`config.mk`:
```
export PLATFORM = sky130hd
export DESIGN_NAME = uart_tx_buffered
export DESIGN_NICKNAME = d
export VERILOG_FILES = /design/src/rtl/uart_tx_buffered.sv
export SDC_FILE = /design/constraint.sdc
export NUM_CORES = 1
export LEC_CHECK = 0
export CAP_MARGIN = 0
export CORE_ASPECT_RATIO = 1.5
export CORE_MARGIN = 3
export CORE_UTILIZATION = 25
export DETAILED_ROUTE_END_ITERATION = 8
export PLACE_DENSITY = 0.41
export SYNTH_ARGS = -nofsm -noshare
export SYNTH_HDL_FRONTEND = slang
export SYNTH_SLANG_ARGS = --single-unit
```
`constraint.sdc`:
```
create_clock -name clk_a -period 3.3 [get_ports clk_a]
set_clock_uncertainty 0.2 [all_clocks]
set_input_delay 0.66 -clock clk_a [delete_from_list [all_inputs] [get_ports clk_a]]
set_output_delay 0.66 -clock clk_a [all_outputs]
set_load 0.01 [all_outputs]
```
`src/rtl/uart_tx_buffered.sv`:
```
`default_nettype none
// uart_tx_buffered: valid/ready byte stream -> synchronous FIFO -> 8N1 UART transmitter.
// Rev 1.0

module uart_tx_buffered #(
   parameter int CLK_HZ     = 100_000_000,
   parameter int BAUD       = 115_200,
   parameter int FIFO_DEPTH = 16
) (
   input  logic                             clk_a,
   input  logic                             rst,
   input  logic [7:0]                       data_in,
   input  logic                             valid_in,
   output logic                             ready_in,
   output logic                             tx,
   output logic                             busy,
   output logic                             overflow,
   output logic [$clog2(FIFO_DEPTH+1)-1:0]  fifo_count
);

   localparam int CLKS_PER_BIT = CLK_HZ / BAUD;
   localparam int CNT_W        = $clog2(FIFO_DEPTH + 1);
   localparam int PTR_W        = $clog2(FIFO_DEPTH);
   localparam int BAUD_W       = (CLKS_PER_BIT > 1) ? $clog2(CLKS_PER_BIT) : 1;

   localparam logic [BAUD_W-1:0] BAUD_LAST = BAUD_W'(CLKS_PER_BIT - 1);
   localparam logic [CNT_W-1:0]  CNT_FULL  = CNT_W'(FIFO_DEPTH);

   typedef enum logic [1:0] {
      S_IDLE  = 2'd0,
      S_START = 2'd1,
      S_DATA  = 2'd2,
      S_STOP  = 2'd3
   } state_t;

   logic [7:0]        mem_q [FIFO_DEPTH];
   logic [PTR_W-1:0]  wr_ptr_q, wr_ptr_d;
   logic [PTR_W-1:0]  rd_ptr_q, rd_ptr_d;
   logic [CNT_W-1:0]  count_q, count_d;
   logic              overflow_q, overflow_d;

   state_t            state_q, state_d;
   logic [BAUD_W-1:0] baud_q, baud_d;
   logic [2:0]        idx_q, idx_d;
   logic [7:0]        shift_q, shift_d;
   logic              tx_q, tx_d;

   logic              full;
   logic              push;
   logic              pop;

   // Full is judged on the registered count only, so a same-cycle pop never frees room for a push.
   assign full = (count_q == CNT_FULL);
   assign push = valid_in && !full;

   always_comb begin
      wr_ptr_d   = wr_ptr_q;
      rd_ptr_d   = rd_ptr_q;
      count_d    = count_q;
      overflow_d = overflow_q;
      if (push) begin
         wr_ptr_d = wr_ptr_q + PTR_W'(1);
      end
      if (pop) begin
         rd_ptr_d = rd_ptr_q + PTR_W'(1);
      end
      unique case ({push, pop})
         2'b10:   count_d = count_q + CNT_W'(1);
         2'b01:   count_d = count_q - CNT_W'(1);
         default: count_d = count_q;
      endcase
      if (valid_in && full) begin
         overflow_d = 1'b1;
      end
   end

   always_ff @(posedge clk_a) begin
      if (push) begin
         mem_q[wr_ptr_q] <= data_in;
      end
   end

   always_ff @(posedge clk_a) begin
      if (rst) begin
         wr_ptr_q   <= '0;
         rd_ptr_q   <= '0;
         count_q    <= '0;
         overflow_q <= 1'b0;
      end else begin
         wr_ptr_q   <= wr_ptr_d;
         rd_ptr_q   <= rd_ptr_d;
         count_q    <= count_d;
         overflow_q <= overflow_d;
      end
   end

   always_comb begin
      state_d = state_q;
      baud_d  = baud_q;
      idx_d   = idx_q;
      shift_d = shift_q;
      tx_d    = tx_q;
      pop     = 1'b0;
      unique case (state_q)
         S_IDLE: begin
            tx_d = 1'b1;
            if (count_q != '0) begin
               pop     = 1'b1;
               shift_d = mem_q[rd_ptr_q];
               tx_d    = 1'b0;
               baud_d  = '0;
               state_d = S_START;
            end
         end
         S_START: begin
            if (baud_q == BAUD_LAST) begin
               baud_d  = '0;
               idx_d   = '0;
               tx_d    = shift_q[0];
               state_d = S_DATA;
            end else begin
               baud_d = baud_q + BAUD_W'(1);
            end
         end
         S_DATA: begin
            if (baud_q == BAUD_LAST) begin
               baud_d = '0;
               if (idx_q == 3'd7) begin
                  tx_d    = 1'b1;
                  state_d = S_STOP;
               end else begin
                  // Bit 0 of the shifter is always the bit currently on the line.
                  idx_d   = idx_q + 3'd1;
                  shift_d = {1'b0, shift_q[7:1]};
                  tx_d    = shift_q[1];
               end
            end else begin
               baud_d = baud_q + BAUD_W'(1);
            end
         end
         S_STOP: begin
            if (baud_q == BAUD_LAST) begin
               baud_d  = '0;
               state_d = S_IDLE;
            end else begin
               baud_d = baud_q + BAUD_W'(1);
            end
         end
         default: state_d = S_IDLE;
      endcase
   end

   always_ff @(posedge clk_a) begin
      if (rst) begin
         state_q <= S_IDLE;
         baud_q  <= '0;
         idx_q   <= '0;
         shift_q <= '0;
         tx_q    <= 1'b1;
      end else begin
         state_q <= state_d;
         baud_q  <= baud_d;
         idx_q   <= idx_d;
         shift_q <= shift_d;
         tx_q    <= tx_d;
      end
   end

   assign tx         = tx_q;
   assign ready_in   = !full;
   assign busy       = (state_q != S_IDLE) || (count_q != '0);
   assign overflow   = overflow_q;
   assign fifo_count = count_q;

endmodule

`default_nettype wire
```
==> flow_metrics.tcl <==
set metrics [dict create \
    status "complete, no violations" \
    slew_headroom 0.592 \
    crit_path_max_fanout 13 \
    die_x_um 146 \
    grt_max_degree 26 \
    fin_ws_ns 0.267 \
    clkLatencyLatePin_ns 0.43 \
    synth-simple-area-share 0.0752 \
    clock-root-buffer "clkbuf_16" \
    synth_top_family_by_area "multiplexers" \
    core-area_um2 28700 \
    maxCapViolCount 0 \
    async_flop_share 0 \
    h-tree-depth 4 \
    dp_hpwl_mm 10.3 \
    fin_cells 913 \
    max_freq_mhz 330 \
    track_usage 0.0999 \
    tns_ns 0 \
    die_y_um 215 \
    syn_to_final_growth_pct 17.3 \
    power_density_nw_per_um2 732 \
    antenna_left 0 \
    synth_edf_count 128 \
    report.final.slew_viol_count 0 \
    final_util 0.299 \
    dp.cells 881 \
    initialDrtViolationCount 139 \
    synth_area_um2 7310 \
    synth_fa_ha_area_frac 0.0274 \
    hp-class "flop to flop" \
    tightestPinTransition_ns 0.612 \
    detail_route.wl_per_cell_um 16.2 \
    synth_mux_area_frac 0.125 \
    yosysMostFrequentCell "edfxtp_1" \
    multiInputGateArea_um2 2380 \
    synth-seq-area-share 0.641 \
    crit_path_end_kind "output pin" \
    p_leak_nw 2.83 \
    clockBufferDepth 2 \
    synth_compound_area_frac 0.0854 \
    ff2ff_path_depth 12 \
    fillCellCount 2882 \
    syn-num-nets 497 \
    fin_area_um2 8570 \
    nets 537 \
    drt_pass1_iterations 6 \
    hold_depth 2 \
    reg2reg_slack_ns 0.65 \
    synth-xor-area-share 0.0120 \
    cts_tree "yes" \
    ys_types 63 \
    yosys-top-cells-count "edfxtp_1 (128), nor2_1 (47), dfxtp_1 (42)" \
    vdd_ir_drop_max_uv 276 \
    min_period_over_period 0.919 \
    io_buffer_count 19 \
    path_class "flop to output pin" \
    die_area_um2 31400 \
    hold_viol 0 \
    grt_pass1_wl_mm 23.7 \
    row_count 76 \
    synth-main-ff-cell "edfxtp_1" \
    yosysWarnings 0 \
    setup_viol 0 \
    yosys.area.top_type "edfxtp_1" \
    grt-ovfl-total 0 \
    wl_mm 14.8 \
    drive_gt1_frac 0.168 \
    worstPathRequired_ns 2.44 \
    hold_ws_ns 0.269 \
    ctsResizeCount 0 \
    post_drt_via_cell_ratio 4.37 \
    regArea_um2 4690 \
    vias 3989 \
    power.total_mw 6.28 \
    drc 0 \
    worstPathArrival_ns 2.17 \
    min_period_ns 3.03 \
    antenna_found_initial 0 \
    ys_ff_latch 170 \
    cts_setup_buffers 0 \
    ios 20 \
    initial_core_util 0.254 \
    ctsHoldBuffers 0 \
    clock_sinks 170 \
    n_antenna_cell 0 \
    path_clk_slew_ns 0.06 \
    dp_worst_setup_slack_ns 0.312 \
    start_kind "flop" \
    rsz0062_at_grt "no" \
    netlist_top_cells_area "edfxtp_1 (53%), dfxtp_1 (12%), mux4_1 (5.4%), mux4_2 (3.7%), mux2i_1 (3.3%)" \
    avgSynthCellArea_um2 15.5 \
    place_area_um2 7990 \
    grt_pass1_vias 4180 \
    cts_made_buffers 17 \
    syn_inst 470 \
    place.gp.congestion 0.762 \
    yosysTopAreaCellShare 0.526 \
]
==> worst max-delay path: stages, from the launching register on <==
cell and delay, ns:
dfxtp_1 0.38, nor4_4 0.45, and3_4 0.28, inv_2 0.12, clkdlybuf4s50_1 0.50
==> layout by cell type, fill, tap and decap left out, drive strengths merged, types with 3 or more instances in the layout <==
master	instances
a2111oi	8
a21oi	11
a22oi	11
a311oi	5
and2	3
and3	4
buf	26
clkbuf	17
clkdlybuf4s50	18
clkinv	7
dfxtp	42
edfxtp	128
ha	16
inv	22
mux2i	24
mux4	27
nand2	16
nand2b	3
nand3	3
nand3b	3
nor2	47
nor2b	3
nor3	16
o211a	6
o211ai	6
o21ai	10
or3	3
xnor2	3
xor2	7
==> flip-flops by register name, indices dropped and copies added (netlist names), 2 cells and up, named ones only <==
| name | flops |
|---|---|
| rd_ptr_q | 4 |
| shift_q | 8 |
| fifo_count | 5 |
| baud_q | 10 |
| state_q | 2 |
| mem_q | 128 |
| idx_q | 3 |
| wr_ptr_q | 4 |
==> layout make-up <==
cell class / instances / area share
Clock buffer: 17 / 0.0496
Clock inverter: 15 / 0.0188
Inverter: 17 / 0.00744
Multi-Input combinational cell: 260 / 0.277
Sequential cell: 170 / 0.546
Tap cell: 390 / 0.0569
Timing Repair Buffer: 44 / 0.0435
==> kinds of logic (layout without fill, tap and decap cells) <==
family | count (synthesis) | after routing
simple gates | 108 | 108
xor+xnor | 10 | 10
fa+ha+maj | 16 | 16
buf+inv | 40 | 93
flops | 170 | 170
compound gates | 74 | 74
mux | 52 | 52
==> final timing paths <==
kind	endpoint	startpoint
min	shift_q[2]	shift_q[2]
min reg2reg	shift_q[2]	shift_q[2]
max reg2reg	fifo_count[4]	state_q[1]
max	busy	fifo_count[3]
==> layer usage <==
layer / GRT usage / vias to the layer above / part of all wire / wire [µm]
li1: - / 1917 / - / -
met1: 0.106 / 2006 / 0.39 / 5800
met2: 0.185 / 50 / 0.56 / 8300
met3: 0.0290 / 16 / 0.028 / 408
met4: 0.0380 / 0 / 0.020 / 297
met5: 0 / - / 0 / 0
==> report_power, final <==
part	switching [mW]	internal [mW]	total [mW]
Combinational	0.921	0.772	1.69
Sequential	0.147	2.45	2.60
Clock	0.856	1.13	1.98
Total	1.92	4.35	6.28
Note: power is estimated with default switching activity, not from simulation.
